**config.mk**
```make
export PLATFORM = sky130hd
export DESIGN_NAME = noise_estimation_block_stats_flat
export DESIGN_NICKNAME = d
export VERILOG_FILES = /design/src/rtl/noise_estimation_block_stats_pkg.sv /design/src/rtl/noise_estimation_block_stats_if.sv /design/src/rtl/noise_estimation_block_stats_block_variance_calc.sv /design/src/rtl/noise_estimation_block_stats.sv /design/src/flat_wrapper.sv
export SDC_FILE = /design/constraint.sdc
export NUM_CORES = 1
export LEC_CHECK = 0
export BUFFER_PORTS_ARGS = -buffer_cell sky130_fd_sc_hd__buf_2
export CELL_PAD_IN_SITES_DETAIL_PLACEMENT = 0
export CELL_PAD_IN_SITES_GLOBAL_PLACEMENT = 2
export CORE_ASPECT_RATIO = 1.75
export CORE_MARGIN = 3
export CORE_UTILIZATION = 30
export CTS_CLUSTER_SIZE = 25
export DETAILED_ROUTE_END_ITERATION = 16
export GPL_TIMING_DRIVEN = 1
export MAX_ROUTING_LAYER = met4
export PLACE_DENSITY_LB_ADDON = 0.1
export SYNTH_ARGS = -nofsm -noshare
export SYNTH_HDL_FRONTEND = slang
export SYNTH_SLANG_ARGS = --single-unit
export TNS_END_PERCENT = 1
```
**constraint.sdc**
```tcl
create_clock -name clk -period 6.4 [get_ports clk]
set_input_delay 0 -clock clk [delete_from_list [all_inputs] [get_ports clk]]
set_output_delay 0 -clock clk [all_outputs]
set_load 0.01 [all_outputs]
```
**src/rtl/noise_estimation_block_stats_pkg.sv**
```systemverilog
// Shared defaults, FSM state type and accumulator width helpers for the
// noise-estimation block statistics unit.
package noise_est_pkg;

  localparam int unsigned PIXEL_WIDTH_DEFAULT = 8;
  localparam int unsigned BLOCK_SIZE_DEFAULT  = 4;

  typedef enum logic [1:0] {
    IDLE  = 2'd0,
    ACCUM = 2'd1,
    DONE  = 2'd2
  } state_e;

  // log2 of the number of pixels in one block (BLOCK_SIZE is a power of two)
  function automatic int unsigned log2_n(input int unsigned bs);
    return $clog2(bs * bs);
  endfunction

  function automatic int unsigned sum_width(input int unsigned pw, input int unsigned bs);
    return pw + log2_n(bs);
  endfunction

  function automatic int unsigned sumsq_width(input int unsigned pw, input int unsigned bs);
    return 2 * pw + log2_n(bs);
  endfunction

endpackage

```
**src/rtl/noise_estimation_block_stats_if.sv**
```systemverilog
// Frame control, pixel stream and result bus of the block statistics unit.
interface noise_estimation_block_stats_if #(
  parameter int unsigned DATA_WIDTH  = 32,
  parameter int unsigned PIXEL_WIDTH = 8
);
  logic [15:0]              frame_height;
  logic [15:0]              frame_width;
  logic                     start_of_frame;
  logic                     noise_estimation_en;
  logic [DATA_WIDTH-1:0]    data_in;
  logic                     data_valid;
  logic [PIXEL_WIDTH-1:0]   block_mean;
  logic [2*PIXEL_WIDTH-1:0] block_var;
  logic                     block_valid;
  logic [2*PIXEL_WIDTH-1:0] noise_var;
  logic                     noise_valid;
  logic                     busy;

  modport master (
    output frame_height, frame_width, start_of_frame, noise_estimation_en,
           data_in, data_valid,
    input  block_mean, block_var, block_valid, noise_var, noise_valid, busy
  );

  modport slave (
    input  frame_height, frame_width, start_of_frame, noise_estimation_en,
           data_in, data_valid,
    output block_mean, block_var, block_valid, noise_var, noise_valid, busy
  );
endinterface

```
**src/rtl/noise_estimation_block_stats_block_variance_calc.sv**
```systemverilog
// Two-stage mean / variance pipeline for one completed block.
module block_variance_calc
  import noise_est_pkg::*;
#(
  parameter int unsigned PIXEL_WIDTH = PIXEL_WIDTH_DEFAULT,
  parameter int unsigned BLOCK_SIZE  = BLOCK_SIZE_DEFAULT
) (
  input  logic                                            clk,
  input  logic                                            rst_n,
  input  logic                                            flush,
  input  logic                                            in_valid,
  input  logic [sum_width(PIXEL_WIDTH, BLOCK_SIZE)-1:0]   sum,
  input  logic [sumsq_width(PIXEL_WIDTH, BLOCK_SIZE)-1:0] sumsq,
  output logic [PIXEL_WIDTH-1:0]                          block_mean,
  output logic [2*PIXEL_WIDTH-1:0]                        block_var,
  output logic                                            block_valid
);
  localparam int unsigned L     = log2_n(BLOCK_SIZE);
  localparam int unsigned VAR_W = 2 * PIXEL_WIDTH;

  logic                   s1_valid_q, s1_valid_d;
  logic [PIXEL_WIDTH-1:0] mean1_q, mean1_d;
  logic [VAR_W-1:0]       ex2_q, ex2_d;
  logic                   block_valid_q, block_valid_d;
  logic [PIXEL_WIDTH-1:0] block_mean_q, block_mean_d;
  logic [VAR_W-1:0]       block_var_q, block_var_d;
  logic [VAR_W-1:0]       mm_c;

  // Stage 1 divides by N; stage 2 forms E[x^2] - mean^2, floored at zero
  always_comb begin
    s1_valid_d    = in_valid & ~flush;
    mean1_d       = mean1_q;
    ex2_d         = ex2_q;
    if (in_valid) begin
      mean1_d = PIXEL_WIDTH'(sum >> L);
      ex2_d   = VAR_W'(sumsq >> L);
    end
    mm_c          = VAR_W'(mean1_q) * VAR_W'(mean1_q);
    block_valid_d = s1_valid_q & ~flush;
    block_mean_d  = block_mean_q;
    block_var_d   = block_var_q;
    if (s1_valid_q && !flush) begin
      block_mean_d = mean1_q;
      block_var_d  = (ex2_q >= mm_c) ? (ex2_q - mm_c) : '0;
    end
  end

  // Pipeline registers
  always_ff @(posedge clk or negedge rst_n) begin
    if (!rst_n) begin
      s1_valid_q    <= 1'b0;
      mean1_q       <= '0;
      ex2_q         <= '0;
      block_valid_q <= 1'b0;
      block_mean_q  <= '0;
      block_var_q   <= '0;
    end else begin
      s1_valid_q    <= s1_valid_d;
      mean1_q       <= mean1_d;
      ex2_q         <= ex2_d;
      block_valid_q <= block_valid_d;
      block_mean_q  <= block_mean_d;
      block_var_q   <= block_var_d;
    end
  end

  assign block_valid = block_valid_q;
  assign block_mean  = block_mean_q;
  assign block_var   = block_var_q;

endmodule

```
**src/rtl/noise_estimation_block_stats.sv**
```systemverilog
// Per-block mean/variance accumulation and minimum-variance frame noise estimate.
module noise_estimation_block_stats
  import noise_est_pkg::*;
#(
  parameter int unsigned DATA_WIDTH  = 32,
  parameter int unsigned PIXEL_WIDTH = PIXEL_WIDTH_DEFAULT,
  parameter int unsigned BLOCK_SIZE  = BLOCK_SIZE_DEFAULT
) (
  input logic                           clk,
  input logic                           rst_n,
  noise_estimation_block_stats_if.slave bus
);
  localparam int unsigned N     = BLOCK_SIZE * BLOCK_SIZE;
  localparam int unsigned L     = log2_n(BLOCK_SIZE);
  localparam int unsigned BS_SH = $clog2(BLOCK_SIZE);
  localparam int unsigned SUM_W = sum_width(PIXEL_WIDTH, BLOCK_SIZE);
  localparam int unsigned SQ_W  = sumsq_width(PIXEL_WIDTH, BLOCK_SIZE);
  localparam int unsigned VAR_W = 2 * PIXEL_WIDTH;
  localparam int unsigned CNT_W = 32;

  state_e             state_q, state_d;
  logic [CNT_W-1:0]   blocks_total_q, blocks_total_d;
  logic [CNT_W-1:0]   issued_q, issued_d;
  logic [CNT_W-1:0]   block_cnt_q, block_cnt_d;
  logic [VAR_W-1:0]   min_var_q, min_var_d;
  logic [L-1:0]       pix_cnt_q, pix_cnt_d;
  logic [SUM_W-1:0]   sum_q, sum_d, hand_sum_q, hand_sum_d;
  logic [SQ_W-1:0]    sumsq_q, sumsq_d, hand_sumsq_q, hand_sumsq_d;
  logic               hand_valid_q, hand_valid_d;
  logic [VAR_W-1:0]   noise_var_q, noise_var_d;
  logic               noise_valid_q, noise_valid_d;
  logic               busy_q, busy_d;

  logic               sof_c, accept_c, last_block_c;
  logic [CNT_W-1:0]   frame_total_c;
  logic [PIXEL_WIDTH-1:0] pix_c;
  logic [VAR_W-1:0]   pix_sq_c, min_c;
  logic               blk_valid;
  logic [PIXEL_WIDTH-1:0] blk_mean;
  logic [VAR_W-1:0]   blk_var;
  logic               unused_data_hi;

  assign unused_data_hi = ^bus.data_in[DATA_WIDTH-1:PIXEL_WIDTH];

  // Frame geometry, beat qualification and end-of-frame detection
  always_comb begin
    sof_c         = bus.start_of_frame;
    frame_total_c = CNT_W'(bus.frame_height >> BS_SH) * CNT_W'(bus.frame_width >> BS_SH);
    pix_c         = bus.data_in[PIXEL_WIDTH-1:0];
    pix_sq_c      = VAR_W'(pix_c) * VAR_W'(pix_c);
    accept_c      = (state_q == ACCUM) && bus.data_valid && bus.noise_estimation_en &&
                    (issued_q < blocks_total_q);
    last_block_c  = blk_valid && ((block_cnt_q + CNT_W'(1)) == blocks_total_q);
    min_c         = (blk_var < min_var_q) ? blk_var : min_var_q;
  end

  // Next-state logic; start_of_frame re-arms from any state
  always_comb begin
    state_d = state_q;
    if (sof_c) begin
      state_d = (frame_total_c == '0) ? DONE : ACCUM;
    end else begin
      unique case (state_q)
        IDLE:    state_d = IDLE;
        ACCUM:   if (last_block_c) state_d = DONE;
        DONE:    state_d = IDLE;
        default: state_d = IDLE;
      endcase
    end
  end

  // Registered frame outputs: noise pulse coincides with the DONE cycle
  always_comb begin
    noise_valid_d = 1'b0;
    noise_var_d   = noise_var_q;
    busy_d        = (state_d == ACCUM);
    if (sof_c) begin
      if (frame_total_c == '0) begin
        noise_valid_d = 1'b1;
        noise_var_d   = '0;
      end
    end else if ((state_q == ACCUM) && last_block_c) begin
      noise_valid_d = 1'b1;
      noise_var_d   = min_c;
    end
  end

  // Accumulators, block hand-off and running minimum
  always_comb begin
    blocks_total_d = blocks_total_q;
    issued_d       = issued_q;
    block_cnt_d    = block_cnt_q;
    min_var_d      = min_var_q;
    pix_cnt_d      = pix_cnt_q;
    sum_d          = sum_q;
    sumsq_d        = sumsq_q;
    hand_valid_d   = 1'b0;
    hand_sum_d     = hand_sum_q;
    hand_sumsq_d   = hand_sumsq_q;
    if (sof_c) begin
      blocks_total_d = frame_total_c;
      issued_d       = '0;
      block_cnt_d    = '0;
      min_var_d      = '1;
      pix_cnt_d      = '0;
      sum_d          = '0;
      sumsq_d        = '0;
    end else begin
      if (accept_c) begin
        if (pix_cnt_q == L'(N - 1)) begin
          hand_valid_d = 1'b1;
          hand_sum_d   = sum_q + SUM_W'(pix_c);
          hand_sumsq_d = sumsq_q + SQ_W'(pix_sq_c);
          pix_cnt_d    = '0;
          sum_d        = '0;
          sumsq_d      = '0;
          issued_d     = issued_q + CNT_W'(1);
        end else begin
          pix_cnt_d = pix_cnt_q + L'(1);
          sum_d     = sum_q + SUM_W'(pix_c);
          sumsq_d   = sumsq_q + SQ_W'(pix_sq_c);
        end
      end
      if (blk_valid && (state_q == ACCUM)) begin
        min_var_d   = min_c;
        block_cnt_d = block_cnt_q + CNT_W'(1);
      end
    end
  end

  // State register
  always_ff @(posedge clk or negedge rst_n) begin
    if (!rst_n) state_q <= IDLE;
    else        state_q <= state_d;
  end

  // Datapath and output registers
  always_ff @(posedge clk or negedge rst_n) begin
    if (!rst_n) begin
      blocks_total_q <= '0;
      issued_q       <= '0;
      block_cnt_q    <= '0;
      min_var_q      <= '0;
      pix_cnt_q      <= '0;
      sum_q          <= '0;
      sumsq_q        <= '0;
      hand_valid_q   <= 1'b0;
      hand_sum_q     <= '0;
      hand_sumsq_q   <= '0;
      noise_var_q    <= '0;
      noise_valid_q  <= 1'b0;
      busy_q         <= 1'b0;
    end else begin
      blocks_total_q <= blocks_total_d;
      issued_q       <= issued_d;
      block_cnt_q    <= block_cnt_d;
      min_var_q      <= min_var_d;
      pix_cnt_q      <= pix_cnt_d;
      sum_q          <= sum_d;
      sumsq_q        <= sumsq_d;
      hand_valid_q   <= hand_valid_d;
      hand_sum_q     <= hand_sum_d;
      hand_sumsq_q   <= hand_sumsq_d;
      noise_var_q    <= noise_var_d;
      noise_valid_q  <= noise_valid_d;
      busy_q         <= busy_d;
    end
  end

  block_variance_calc #(
    .PIXEL_WIDTH (PIXEL_WIDTH),
    .BLOCK_SIZE  (BLOCK_SIZE)
  ) u_calc (
    .clk         (clk),
    .rst_n       (rst_n),
    .flush       (sof_c),
    .in_valid    (hand_valid_q),
    .sum         (hand_sum_q),
    .sumsq       (hand_sumsq_q),
    .block_mean  (blk_mean),
    .block_var   (blk_var),
    .block_valid (blk_valid)
  );

  assign bus.block_mean  = blk_mean;
  assign bus.block_var   = blk_var;
  assign bus.block_valid = blk_valid;
  assign bus.noise_var   = noise_var_q;
  assign bus.noise_valid = noise_valid_q;
  assign bus.busy        = busy_q;

endmodule

```
**src/flat_wrapper.sv**
```systemverilog
// flat-port wrapper written by rule: the top's interface ports become plain ports
module noise_estimation_block_stats_flat import noise_est_pkg::*;
#(
  parameter int unsigned DATA_WIDTH  = 32,
  parameter int unsigned PIXEL_WIDTH = PIXEL_WIDTH_DEFAULT,
  parameter int unsigned BLOCK_SIZE  = BLOCK_SIZE_DEFAULT
)
  (clk, rst_n, bus_frame_height, bus_frame_width, bus_start_of_frame, bus_noise_estimation_en, bus_data_in, bus_data_valid, bus_block_mean, bus_block_var, bus_block_valid, bus_noise_var, bus_noise_valid, bus_busy);
  noise_estimation_block_stats_if #(.DATA_WIDTH(DATA_WIDTH), .PIXEL_WIDTH(PIXEL_WIDTH)) bus_i ();
  input logic clk;
  input logic rst_n;
  input wire logic [$bits(bus_i.frame_height)-1:0] bus_frame_height;
  input wire logic [$bits(bus_i.frame_width)-1:0] bus_frame_width;
  input wire logic [$bits(bus_i.start_of_frame)-1:0] bus_start_of_frame;
  input wire logic [$bits(bus_i.noise_estimation_en)-1:0] bus_noise_estimation_en;
  input wire logic [$bits(bus_i.data_in)-1:0] bus_data_in;
  input wire logic [$bits(bus_i.data_valid)-1:0] bus_data_valid;
  output wire logic [$bits(bus_i.block_mean)-1:0] bus_block_mean;
  output wire logic [$bits(bus_i.block_var)-1:0] bus_block_var;
  output wire logic [$bits(bus_i.block_valid)-1:0] bus_block_valid;
  output wire logic [$bits(bus_i.noise_var)-1:0] bus_noise_var;
  output wire logic [$bits(bus_i.noise_valid)-1:0] bus_noise_valid;
  output wire logic [$bits(bus_i.busy)-1:0] bus_busy;
  assign bus_i.frame_height = bus_frame_height;
  assign bus_i.frame_width = bus_frame_width;
  assign bus_i.start_of_frame = bus_start_of_frame;
  assign bus_i.noise_estimation_en = bus_noise_estimation_en;
  assign bus_i.data_in = bus_data_in;
  assign bus_i.data_valid = bus_data_valid;
  assign bus_block_mean = bus_i.block_mean;
  assign bus_block_var = bus_i.block_var;
  assign bus_block_valid = bus_i.block_valid;
  assign bus_noise_var = bus_i.noise_var;
  assign bus_noise_valid = bus_i.noise_valid;
  assign bus_busy = bus_i.busy;
  noise_estimation_block_stats #(.DATA_WIDTH(DATA_WIDTH), .PIXEL_WIDTH(PIXEL_WIDTH), .BLOCK_SIZE(BLOCK_SIZE)) u_core (.clk(clk), .rst_n(rst_n), .bus(bus_i));
endmodule
```
; ---- After elaboration in Yosys (flattened, before gate mapping)
; Index checks and enable logic that the tools add are counted.
[classes]
reduce_logical = 16
shifts = 0
eq_ne = 5
div = 0
addsub = 6
bitwise_logic = 3
multipliers = 3
muxes = 31
magnitude_cmp = 3
[op_table]
columns = cell, n
row1 = 32-bit 2-to-1 mux, 5
row2 = 16-bit 2-to-1 mux, 7
row3 = "32-bit by 1-bit adder with 32-bit output, second input constant", 2
row4 = 20-bit 2-to-1 mux, 3
row5 = 12-bit 2-to-1 mux, 3
row6 = 32-bit == test, 1
row7 = 32-bit logical NOT, 1
row8 = 32-bit less-than comparator, 1
row9 = 8-bit by 8-bit multiplier with 16-bit output, 2
row10 = 14-bit by 14-bit multiplier with 28-bit output, 1
row11 = 20-bit by 16-bit adder with 20-bit output, 1
row12 = 16-bit >= comparator, 1
row13 = 16-bit less-than comparator, 1
row14 = 16-bit subtractor, 1
row15 = 12-bit by 8-bit adder with 12-bit output, 1
row16 = 4-bit 2-to-1 mux, 3
row17 = 2-bit 2-to-1 mux, 4
row18 = 2-bit nonzero test, 4
row19 = 1-bit logical AND, 7
row20 = 1-bit 2-to-1 mux, 6
row21 = "4-bit by 1-bit adder with 4-bit output, second input constant", 1
row22 = "2-bit by 1-bit == test with 1-bit output, second input constant", 2
row23 = "4-bit == test, second input constant", 1
row24 = 2-bit AND reduction, 2
row25 = other kinds (5), 6
[totals]
mem_bits_ro = 0
n_memories = 0
latch_bits = 0
out_inout_bits = 43
ff_bits = 251
input_bits = 69
ram_bits = 0

; ---- Logic depth before layout (Yosys ltp)
; Gate-level depths: netlist of the first run.
[depth]
depth_word = 7
ltp_mapped = 28
depth_no_buf = 27

; ---- Modules after synthesis
; A second synthesis of the first run with hierarchy kept.
[hier_totals]
hier_cells = 2626
area_unflattened_um2 = 24049.3
[by_module_without_submodules]
columns = module, cells_per_inst, instances, area_per_inst_um2, seq_area_each_um2
row1 = noise_estimation_block_stats, 2198, 1, 19832.8, 4929.7
row2 = block_variance_calc, 428, 1, 4216.5, 1251.2

; ---- Least setup slack after synthesis of the first run
; OpenSTA, ideal clock, no wires.
[synth_timing]
kind = input to register
from = input bus_frame_width[6]
to = register u_core.noise_var_q[0] (netlist: u_core.bus.noise_var[0])
cell_stages = 26
required_ns = 6.280
setup_ns = 0.120
n_path_buf = 2
setup_slack_ns = -0.283
arrival_ns = 6.563
cell_sequence = clkbuf_1 > and2_1 > fa_1 > inv_1 > fa_1 > inv_1 > fa_1 > inv_1 > fa_1 > inv_1 > fa_1 > inv_1 > fa_1 > inv_1 > ha_1 > nand2_1 > or4b_1 > or3_4 > a21oi_2 > nor3_1 > o21a_1 > xnor2_1 > nor4bb_1 > or4b_4 > buf_6 > a31o_1
[synth_between]
elab_chain_cells = 4
[synth_lines]
columns = element, line_no
row1 = from (decl), flat_wrapper.sv:13  ; input wire logic [$bits(bus_i.frame_width)-1:0] bus_frame_width;
row2 = 14-bit by 14-bit multiplier with 28-bit output, noise_estimation_block_stats.sv:48  ; frame_total_c = CNT_W'(bus.frame_height >> BS_SH) * CNT_W'(bus.frame_width >> BS_SH);
row3 = 32-bit logical NOT, noise_estimation_block_stats.sv:78  ; if (frame_total_c == '0) begin
row4 = 2-bit by 1-bit inequality test with 1-bit output (no source line), -
row5 = 2-bit AND reduction (no source line), -
row6 = to (signal assigned), noise_estimation_block_stats.sv:164  ; noise_var_q <= noise_var_d;
row7 = to (decl), noise_estimation_block_stats.sv:30  ; logic [VAR_W-1:0] noise_var_q, noise_var_d;
; No other way between the ends.
; A chain may end at the register's enable or synchronous reset.

; ---- Final worst setup path of the first run
[layout_timing]
from = input bus_frame_height[8]
to = register u_core.state_q[0]
[layout_between]
elab_chain_cells = 4
[layout_lines]
columns = element, line_no
row1 = from (decl), flat_wrapper.sv:12  ; input wire logic [$bits(bus_i.frame_height)-1:0] bus_frame_height;
row2 = 14-bit by 14-bit multiplier with 28-bit output, noise_estimation_block_stats.sv:48
row3 = 32-bit logical NOT, noise_estimation_block_stats.sv:61  ; state_d = (frame_total_c == '0) ? DONE : ACCUM;
row4 = 2-bit 2-to-1 mux, noise_estimation_block_stats.sv:61
row5 = 2-bit 2-to-1 mux, noise_estimation_block_stats.sv:60  ; if (sof_c) begin
row6 = net u_core.state_d[0], noise_estimation_block_stats.sv:21  ; state_e state_q, state_d;
row7 = to (signal assigned), noise_estimation_block_stats.sv:134  ; else state_q <= state_d;
row8 = to (decl), noise_estimation_block_stats.sv:21
; The timed path passes the listed nets, and every way through them passes these cells.

==> reports/metrics.yaml, run 1 <==
status: "complete, no violations"
async_flop_share_pct: 100
critPathMaxFanout: 5
initial_utilization_pct: 30.4
syn_area_per_cell_um2: 9.09
final_cell_mix: "inv_1, nand2_1, dfrtp_1"
synthTopCellsByArea: "dfrtp_1, fa_1, ha_1, inv_1, nand2_1"
io_buffers: 83
area_growth_pct: 16.1
register_area_um2: 5980
dp_cells: 3717
cts_buffer_depth: 3
tightestPinTransition_ns: 1.10
ys_seq_elements: 239
overflow: 0
r2r_setup_slack_ns: 0.36
maxSlewViolCount: 0
final_cell_count_no_fill: 3774
dp_hpwl_mm: 53.2
drcViolationCount: 0
gr-usage-met1_pct: 18.5
period_minus_slack_ns: 6.31
holdWs_ns: 0.0702
design.die.area_um2: 81300
worstPathArrival_ns: 6.72
leakage_nw: 13.3
ys.flop_type: "dfrtp_1"
design.core.area_um2: 76600
grt_max_degree: 66
slew_headroom_pct: 26.5
start_kind: "primary input"
grt_busiest_layer: "met2"
end_kind: "register"
fin_crit_sh_pct: 98.6
grt_setup_unrepaired: "true"
worstPathRequired_ns: 6.81
post-route-util_pct: 35.3
yosysTopAreaCell: "dfrtp_1"
synth_top_cell_area_share_pct: 25.6
finalHoldViolCount: 0
synth_area_um2: 23300
r2r_cells: 26
vias: 17900
hp-class: "in -> reg"
worstHoldPathCells: 6
drv_cap: 0
gp_congestion: 0.845
antenna_found_initial: 1
cts_max_level: 1
finalWirelength_mm: 66.5
firstDrtPassIters: 7
viasPerCell: 4.75
r2r_end: "u_core.u_calc.block_var[2]"
fin_nets: 3240
rows: 134
min_to: "u_core.hand_valid_q"
die_h_um: 375
drtIter0Drc: 694
ys_types: 74
critPathKind: "in -> reg"
ys_warn_count: 0
cts_buffers: 26
setup_ws_ns: 0.0919
use_met3_pct: 1.06
fmax_ghz: 0.159
power_density_nw_per_um2: 447
synthCells: 2565
io_pins: 112
min_from: "bus_data_valid"
multi_input_area_um2: 16000
num-fill-cells: 8025
syn_nets: 3069
seq_area_frac_synth_pct: 25.6
die_w_um: 217
grt_pass1_wl_mm: 107
n_antenna_cell: 0
ant_nets: 0
clkLatencyLatePin_ns: 0.56
worstReg2RegStart: "u_core.u_calc.mean1_q[0]"
use_met2_pct: 32.5
detail_route.wl_per_cell_um: 17.6
post-place-ws_ns: -0.482
vdd_ir_drop_max_uv: 469
path_clk_slew_ns: 0.07
setup_viol: 0
grt_pass1_vias: 19600
fin_skew_ns: 0.0129
synth-edff-count: 0
clkSinkCount: 239
final_common_cell: "inv_1"
layout-drive-gt1-share_pct: 14.1
clk_root_buffer_cell: "clkbuf_16"
tritoncts: "done"
grt_usage_pct: 16.9
## cells in the mapped netlist, types with 28 or more instances
| master | count |
|---|---|
| xnor2_1 | 115 |
| xor2_1 | 53 |
| ha_1 | 229 |
| fa_1 | 206 |
| nand4_1 | 28 |
| nand3_1 | 42 |
| nor2_1 | 128 |
| inv_1 | 324 |
| o21ai_0 | 120 |
| and2_1 | 137 |
| dfrtp_1 | 239 |
| a21o_1 | 34 |
| a21oi_1 | 84 |
| nand2_1 | 310 |
| nor3_1 | 48 |
| clkbuf_1 | 99 |
| mux2_2 | 32 |
## how the worst max path moves through the flow
stage,from,slack [ns],depth (start not counted),end
floorplan,bus_frame_width[5],0.008,25,u_core.bus.noise_var[0]
global placement,bus_frame_height[7],-0.39,25,u_core.bus.noise_var[0]
detailed placement,bus_frame_width[4],-0.48,24,u_core.bus.noise_var[0]
CTS,bus_frame_width[4],0.13,24,u_core.bus.noise_var[12]
global route,bus_frame_height[8],-0.14,26,u_core.state_q[0]
finish,bus_frame_height[8],0.09,26,u_core.state_q[0]
## report_power, final
group / internal, mW / switching [mW] / total (mW)
sequential: 1.65 / 0.110 / 1.76
combinational: 4.21 / 4.56 / 8.77
clock: 0.897 / 0.671 / 1.57
## sequential cells by signal, indices dropped and copies added (netlist names)
signal                     cells
u_core.block_cnt_q            32
u_core.issued_q               32
u_core.blocks_total_q         28
u_core.sumsq_q                20
u_core.bus.noise_var          16
u_core.hand_sumsq_q           16
u_core.min_var_q              16
u_core.u_calc.block_var       16
u_core.u_calc.ex2_q           16
u_core.sum_q                  12
u_core.hand_sum_q              8
u_core.u_calc.block_mean       8
u_core.u_calc.mean1_q          8
u_core.pix_cnt_q               4
u_core.state_q                 2
u_core.bus.busy                1
u_core.bus.noise_valid         1
u_core.hand_valid_q            1
u_core.u_calc.block_valid      1
u_core.u_calc.s1_valid_q       1
## layer usage
| layer | wire length [µm] | share of wire [%] |
|---|---|---|
| met5 | 0 | 0 |
| met4 | 1830 | 2.7 |
| met3 | 1280 | 1.9 |
| met2 | 36600 | 55 |
| met1 | 26700 | 40 |
## final cells by class
cell class | instances | share of cell area, %
Multi-Input combinational cell | 1888 | 58.9
Clock inverter | 12 | 0.453
Clock buffer | 34 | 2.74
Sequential cell | 239 | 22.1
Tap cell | 1020 | 4.71
Timing Repair Buffer | 255 | 6.57
Inverter | 326 | 4.52
## logic make-up (layout without fill, tap and decap cells)
| kind of cell | count (synthesis) | count (layout) | share of synthesized area (%) |
|---|---|---|---|
| compound gates | 399 | 399 | 11.0 |
| xor+xnor | 168 | 168 | 6.31 |
| fa+ha+maj | 435 | 435 | 30.0 |
| buf+inv | 440 | 627 | 7.21 |
| flops | 239 | 239 | 25.6 |
| mux | 55 | 55 | 2.53 |
| other cells | 2 | 2 | 0.0322 |
| simple gates | 827 | 829 | 17.3 |
## timing repair
action / 4_1_cts / 5_1_grt
resized for setup: 0 / 59
hold buffers: 6 / 0
setup endpoints to repair: 0 / 31
buffers inserted: 0 / 3
endpoints found under the hold margin: 85 / 0
## critical path, cell delays in order
cell and delay, ns:
buf_4 0.13, and2_4 0.16, fa_1 0.54, inv_2 0.04, fa_1 0.52, inv_1 0.05, fa_1 0.47, inv_1 0.05
fa_1 0.49, inv_2 0.04, fa_1 0.47, inv_1 0.05, fa_1 0.52, inv_2 0.05, ha_4 0.27, nand2_4 0.05
or4b_4 0.48, or3_4 0.44, a21oi_4 0.23, nor3_2 0.06, o21a_2 0.24, xnor2_2 0.17, nor4bb_4 0.29, buf_4 0.19
or4b_4 0.53, a21boi_2 0.18
## metrics by stage
stage	cell area, µm²	TNS, ns	total power, mW
after global routing	27100	-1.58	13.3
after detailed placement	25900	-9.01	10.1
after global placement	25900	-7.40	10.0
final	27100	0	12.1
after floorplan	23400	0	6.60
after CTS	26800	0	11.7
No activity file was read; power rests on OpenSTA's default activity.
==> inputs of run 2 (changes only) <==
--- a/config.mk
+++ b/config.mk
@@ -7,7 +7,7 @@
 export LEC_CHECK = 0
 export BUFFER_PORTS_ARGS = -buffer_cell sky130_fd_sc_hd__buf_2
 export CELL_PAD_IN_SITES_DETAIL_PLACEMENT = 0
-export CELL_PAD_IN_SITES_GLOBAL_PLACEMENT = 2
+export CELL_PAD_IN_SITES_GLOBAL_PLACEMENT = 1
 export CORE_ASPECT_RATIO = 1.75
 export CORE_MARGIN = 3
 export CORE_UTILIZATION = 30
==> run 2 against run 1 <==
Sequential power about the same; count of clock-buffer cells in the layout down 2; sequential cell count unchanged; largest power group unchanged.
==> reports/metrics.yaml, run 2 (synthesis gave the netlist of run 1 again) <==
top_regs: "u_core.block_cnt_q x32, u_core.issued_q x32, u_core.blocks_total_q x28"
slew_headroom_pct: 23.3  # -3.2 points
design.die.area_um2: 81300  # unchanged
cts_max_level: 1  # unchanged
end_kind: "register"
r2r_setup_slack_ns: 0.37  # about the same
drtIter0Drc: 710  # +2.3%
tightestPinTransition_ns: 1.14  # +0.0404 ns
path_clk_slew_ns: 0.06  # about the same
gp_congestion: 0.849  # +0.41%
power_density_nw_per_um2: 443  # -0.88%
critPathKind: "in -> reg"
antenna_found_initial: 0  # -1
detail_route.wl_per_cell_um: 17.4  # -1.1%
total_power_mw: 11.9  # -1.6%
drcViolationCount: 0  # unchanged
worstPathRequired_ns: 6.84  # +0.03 ns
r2r_end: "u_core.u_calc.block_var[7]"
r2r_cells: 20  # -23%
clkLatencyLatePin_ns: 0.56  # about the same
design.core.area_um2: 76600  # unchanged
grt_pass1_vias: 19400  # -0.96%
worstPathArrival_ns: 6.81  # +0.09 ns
area_growth_pct: 15.2
rows: 134  # unchanged
critPathMaxFanout: 5  # unchanged
grt_pass1_wl_mm: 105  # -1.7%
drv_cap: 0  # unchanged
vias: 18000  # +0.47%
start_kind: "primary input"
period_minus_slack_ns: 6.36  # +0.0561 ns
io_buffers: 83  # unchanged
fin_nets: 3229  # -0.34%
vdd_ir_drop_max_uv: 354  # -24%
final_cell_mix: "inv_1, nand2_1, dfrtp_1"
fin_skew_ns: 0.0127  # -0.000210 ns
overflow: 0  # unchanged
post-place-ws_ns: -0.538  # -0.0559 ns
clk_root_buffer_cell: "clkbuf_16"
hp-class: "in -> async"
die_h_um: 375  # unchanged
status: "complete, no violations"
dp_hpwl_mm: 52.3  # -1.7%
finalWirelength_mm: 65.5  # -1.4%
viasPerCell: 4.79  # +0.79%
die_w_um: 217  # unchanged
fin_crit_sh_pct: 99.4  # +0.88 points
initial_utilization_pct: 30.4  # unchanged
maxSlewViolCount: 0  # unchanged
cts_buffers: 25  # -3.8%
finalHoldViolCount: 0  # unchanged
fmax_ghz: 0.157  # -0.88%
grt_max_degree: 149  # +130%
ant_nets: 0  # unchanged
io_pins: 112  # unchanged
clkSinkCount: 239  # unchanged
setup_tns_ns: 0  # unchanged
grt_usage_pct: 16.5  # -0.36 points
setup_ws_ns: 0.0358  # -0.0561 ns
final_common_cell: "inv_1"
firstDrtPassIters: 5  # -2
layout-drive-gt1-share_pct: 13.4  # -0.67 points
cts_buffer_depth: 3  # unchanged
post-route-util_pct: 35.1  # -0.27 points
setup_viol: 0  # unchanged
grt_setup_unrepaired: "true"
worstReg2RegStart: "u_core.u_calc.mean1_q[1]"
leakage_nw: 13.2  # -0.82%
n_antenna_cell: 0  # unchanged
tritoncts: "done"
run 2: cell types whose count changed in the layout (fill, tap and decap cells not counted), sizes merged:
cell	delta
bufinv	-2
inv	+2
buf	-12
clkbuf	-1
or4b	+1
run 2: power by group:
group	switching (mW)	total [mW]	leakage, nW	internal [mW]
registers	0.106	1.76	3.15	1.65
logic	4.63	8.70	9.64	4.07
clock network	0.666	1.43	0.382	0.769
run 2: worst max-delay path by stage:
| stage | startpoint | end | slack (ns) | cells after the start |
|---|---|---|---|---|
| finish | bus_frame_height[10] | u_core.bus.noise_var[15] | 0.04 | 26 |
| global route | bus_frame_width[6] | u_core.bus.noise_var[5] | -0.17 | 25 |
| CTS | bus_frame_width[5] | u_core.bus.noise_var[3] | 0.06 | 27 |
| detailed placement | bus_frame_width[5] | u_core.bus.noise_var[9] | -0.54 | 27 |
| global placement | bus_frame_width[4] | u_core.bus.noise_var[10] | -0.52 | 27 |
| floorplan | bus_frame_width[5] | u_core.bus.noise_var[0] | 0.008 | 25 |
run 2: metrics by stage:
stage	hold slack, ns	instances	cell area, µm²
after global routing	0.105	3762	26900
after global placement	0.0676	3709	25800
after floorplan	-0.296	2565	23400
final	0.0204	3762	26900
after CTS	0.0388	3758	26700
after detailed placement	0.0702	3709	25800
run 2: per-layer routing:
layer | routed length, µm | track usage [%] | up-vias | share of wire [%]
met4 | 2310 | 5.72 | 0 | 3.5
met5 | 0 | - | - | 0
met2 | 36100 | 31.5 | 233 | 55
li1 | - | - | 8787 | -
met1 | 25700 | 17.9 | 8894 | 39
met3 | 1410 | 1.13 | 102 | 2.1
run 2: repair_timing:
action | in CTS | in global routing
setup buffers | 0 | 1
hold buffers | 5 | 0
endpoints found under the hold margin | 123 | 0
setup endpoints to repair | 0 | 30
resized for setup | 0 | 40
run 2: critical path, stage by stage:
cell and delay (ns):
buf_2 0.11, buf_4 0.16, and2_1 0.16, fa_1 0.51
inv_1 0.06, fa_1 0.54, inv_1 0.05, fa_1 0.51
fa_1 0.43, fa_1 0.54, inv_1 0.05, fa_1 0.52
inv_1 0.04, ha_1 0.31, buf_4 0.16, a21oi_2 0.12
o21ai_2 0.08, a31oi_2 0.17, a21oi_2 0.10, or4_1 0.49
a22oi_2 0.17, nand4_1 0.18, nor4bb_4 0.33, buf_6 0.17
or4b_4 0.57, a31o_1 0.25
run 2: final cells by class:
class	count	area [µm²]
Fill cell	8040	49700
Multi-Input combinational cell	1889	15900
Sequential cell	239	5980
Timing Repair Buffer	244	1710
Tap cell	1020	1280
Inverter	326	1220
Clock buffer	32	692
Clock inverter	12	80.1
==> inputs of run 3 (changes only) <==
--- a/config.mk
+++ b/config.mk
@@ -9,7 +9,7 @@
 export CELL_PAD_IN_SITES_DETAIL_PLACEMENT = 0
 export CELL_PAD_IN_SITES_GLOBAL_PLACEMENT = 1
 export CORE_ASPECT_RATIO = 1.75
-export CORE_MARGIN = 3
+export CORE_MARGIN = 1
 export CORE_UTILIZATION = 30
 export CTS_CLUSTER_SIZE = 25
 export DETAILED_ROUTE_END_ITERATION = 16
==> constraint.sdc (replaced) <==
create_clock -name clk -period 6.4 [get_ports clk]
set_input_delay 0.32 -clock clk [delete_from_list [all_inputs] [get_ports clk]]
set_output_delay 0.32 -clock clk [all_outputs]
set_load 0.01 [all_outputs]
==> run 3 against run 2 <==
The run now ends with setup timing left; combinational power decreased by 4.8%; global-route usage is 1.2 points higher; count of clock-buffer cells in the layout fell by 1; first-iteration DRC count is 8.0% higher; non-clock buffer count is 16 higher; sequential cell count is the same; die area decreased by 2.9%; routed wire length is 0.28% higher; setup slack worse by 0.14 ns; critical path depth did not move; critical path type unchanged; largest cell class unchanged; highest routed layer unchanged.
==> reports/metrics.yaml, run 3 (synthesis gave the netlist of run 1 again) <==
io_buffers: 83  # unchanged
critPathKind: "in -> reg"
setup_viol: 18  # +18
fmax_ghz: 0.154  # -2.1%
cts_max_level: 1  # unchanged
period_minus_slack_ns: 6.50  # +0.136 ns
io_pins: 112  # unchanged
vias: 18100  # +0.35%
tritoncts: "done"
clkLatencyLatePin_ns: 0.57  # about the same
drcViolationCount: 0  # unchanged
grt_pass1_vias: 19500  # +0.30%
maxSlewViolCount: 0  # unchanged
worst_path_max_delay_cell: "or4b_4"
multi_input_area_um2: 15700  # -1.0%
drtIter0Drc: 767  # +8.0%
antenna_found_initial: 3  # +3
finalHoldViolCount: 0  # unchanged
path_clk_slew_ns: 0.07  # about the same
worstReg2RegStart: "u_core.u_calc.mean1_q[5]"
setup_ws_ns: -0.100  # -0.136 ns
leakage_nw: 13.2  # +0.36%
r2r_cells: 20  # unchanged
cpMostUsedCell: "fa_1"
area_growth_pct: 15.0
start_kind: "primary input"
cts_buffer_depth: 3  # unchanged
design.die.area_um2: 78900  # -2.9%
dp_hpwl_mm: 53.5  # +2.2%
detail_route.wl_per_cell_um: 17.4  # -0.17%
design.core.area_um2: 76600  # unchanged
tightestPinTransition_ns: 1.06  # -0.0806 ns
finalWirelength_mm: 65.7  # +0.28%
total_power_mw: 11.6  # -2.5%
status: "finished with violations"
slew_headroom_pct: 29.2  # +5.9 points
power_density_nw_per_um2: 432  # -2.4%
violations: "setup timing"
fin_crit_sh_pct: 102  # +2.1 points
end_kind: "register"
grt_usage_pct: 17.7  # +1.2 points
fin_skew_ns: 0.0257  # +0.0130 ns
clk_root_buffer_cell: "clkbuf_16"
final_cell_count_no_fill: 3779  # +0.45%
cp-startpoint: "bus_frame_width[4]"
die_w_um: 213  # -1.8%
critPathMaxFanout: 20  # +15
initial_utilization_pct: 30.4  # unchanged
r2r_setup_slack_ns: 0.31  # -0.06 ns
layout-drive-gt1-share_pct: 13.3  # -0.099 points
final_common_cell: "inv_1"
dp_cells: 3730  # +0.57%
firstDrtPassIters: 5  # unchanged
grt_max_degree: 154  # +3.4%
vdd_ir_drop_max_uv: 468  # +32%
overflow: 0  # unchanged
r2r_end: "u_core.u_calc.block_var[5]"
rows: 134  # unchanged
fin_nets: 3241  # +0.37%
cts_buffers: 24  # -4.0%
final_cell_mix: "inv_1, nand2_1, dfrtp_1"
grt_pass1_wl_mm: 106  # +1.1%
worstSetupEndpoint: "u_core.bus.noise_var[11]"
ant_nets: 0  # unchanged
num-fill-cells: 7965  # -0.93%
gp_congestion: 0.895  # +5.5%
top_regs: "u_core.block_cnt_q x32, u_core.issued_q x32, u_core.blocks_total_q x28"
hp-class: "in -> reg"
worstPathRequired_ns: 6.84  # about the same
drv_cap: 0  # unchanged
register_area_um2: 5980  # about the same
grt_setup_unrepaired: "true"
post-route-util_pct: 35.0  # -0.046 points
viasPerCell: 4.78  # -0.10%
die_h_um: 371  # -1.1%
clkSinkCount: 239  # unchanged
worstPathArrival_ns: 6.94  # +0.13 ns
max_stage_delay_ns: 0.64  # +0.07 ns
-- run 3: worst min path at each step --
stage	start	to	cells after the start
after global placement	rst_n	u_core.u_calc.block_var[9]	1
after CTS	bus_frame_width[2]	u_core.blocks_total_q[0]	3
after detailed placement	rst_n	u_core.u_calc.block_var[8]	1
after floorplan	rst_n	u_core.block_cnt_q[0]	0
after global routing	bus_frame_width[2]	u_core.blocks_total_q[0]	3
final	bus_frame_width[2]	u_core.blocks_total_q[0]	3
-- run 3: critical path: cells and delay by family --
family / cells / cell delay, ns
compound gates: 3 / 0.63
fa+ha+maj: 7 / 3.16
simple gates: 7 / 2.07
buf+inv: 8 / 0.60
xor+xnor: 1 / 0.15
-- run 3: power by group --
part / switching [mW] / leakage, nW / internal [mW]
sequential: 0.111 / 3.14 / 1.65
clock: 0.692 / 0.397 / 0.857
combinational: 4.26 / 9.67 / 4.03
-- run 3: layer usage --
layer	track usage, %	vias to the layer above	part of all wire, %
met2	33.3	232	55
met1	19.1	8939	40
met4	6.43	0	3.6
met3	1.33	91	2.2
met5	-	-	0
li1	-	8817	-
-- run 3: layout make-up --
type / count / area share [%]
diodes: 4 / 0.0373
clock buffers: 31 / 2.45
clock inverters: 13 / 0.634
inverters: 326 / 4.56
multi-input cells: 1886 / 58.7
flip-flops and latches: 239 / 22.3
well taps: 1020 / 4.76
repair buffers: 260 / 6.60
-- run 3: what timing repair did --
| item | CTS | global route |
|---|---|---|
| hold endpoints to repair | 86 | 0 |
| hold buffers | 1 | 0 |
| setup buffers | 0 | 0 |
| resized for setup | 0 | 13 |
| setup endpoints to repair | 18 | 35 |
-- run 3: metrics by stage --
step                      instance area [µm²]  hold slack, ns  setup slack [ns]  setup TNS [ns]
final                                   26800           0.240            -0.100           -1.54
after global routing                    26800           0.261            -0.354           -6.46
after CTS                               26800           0.211           -0.0921           -1.28
after detailed placement                26000           0.375            -0.706          -13.88
after global placement                  26000           0.366            -0.658          -12.99
after floorplan                         23400          0.0244            -0.285           -5.37
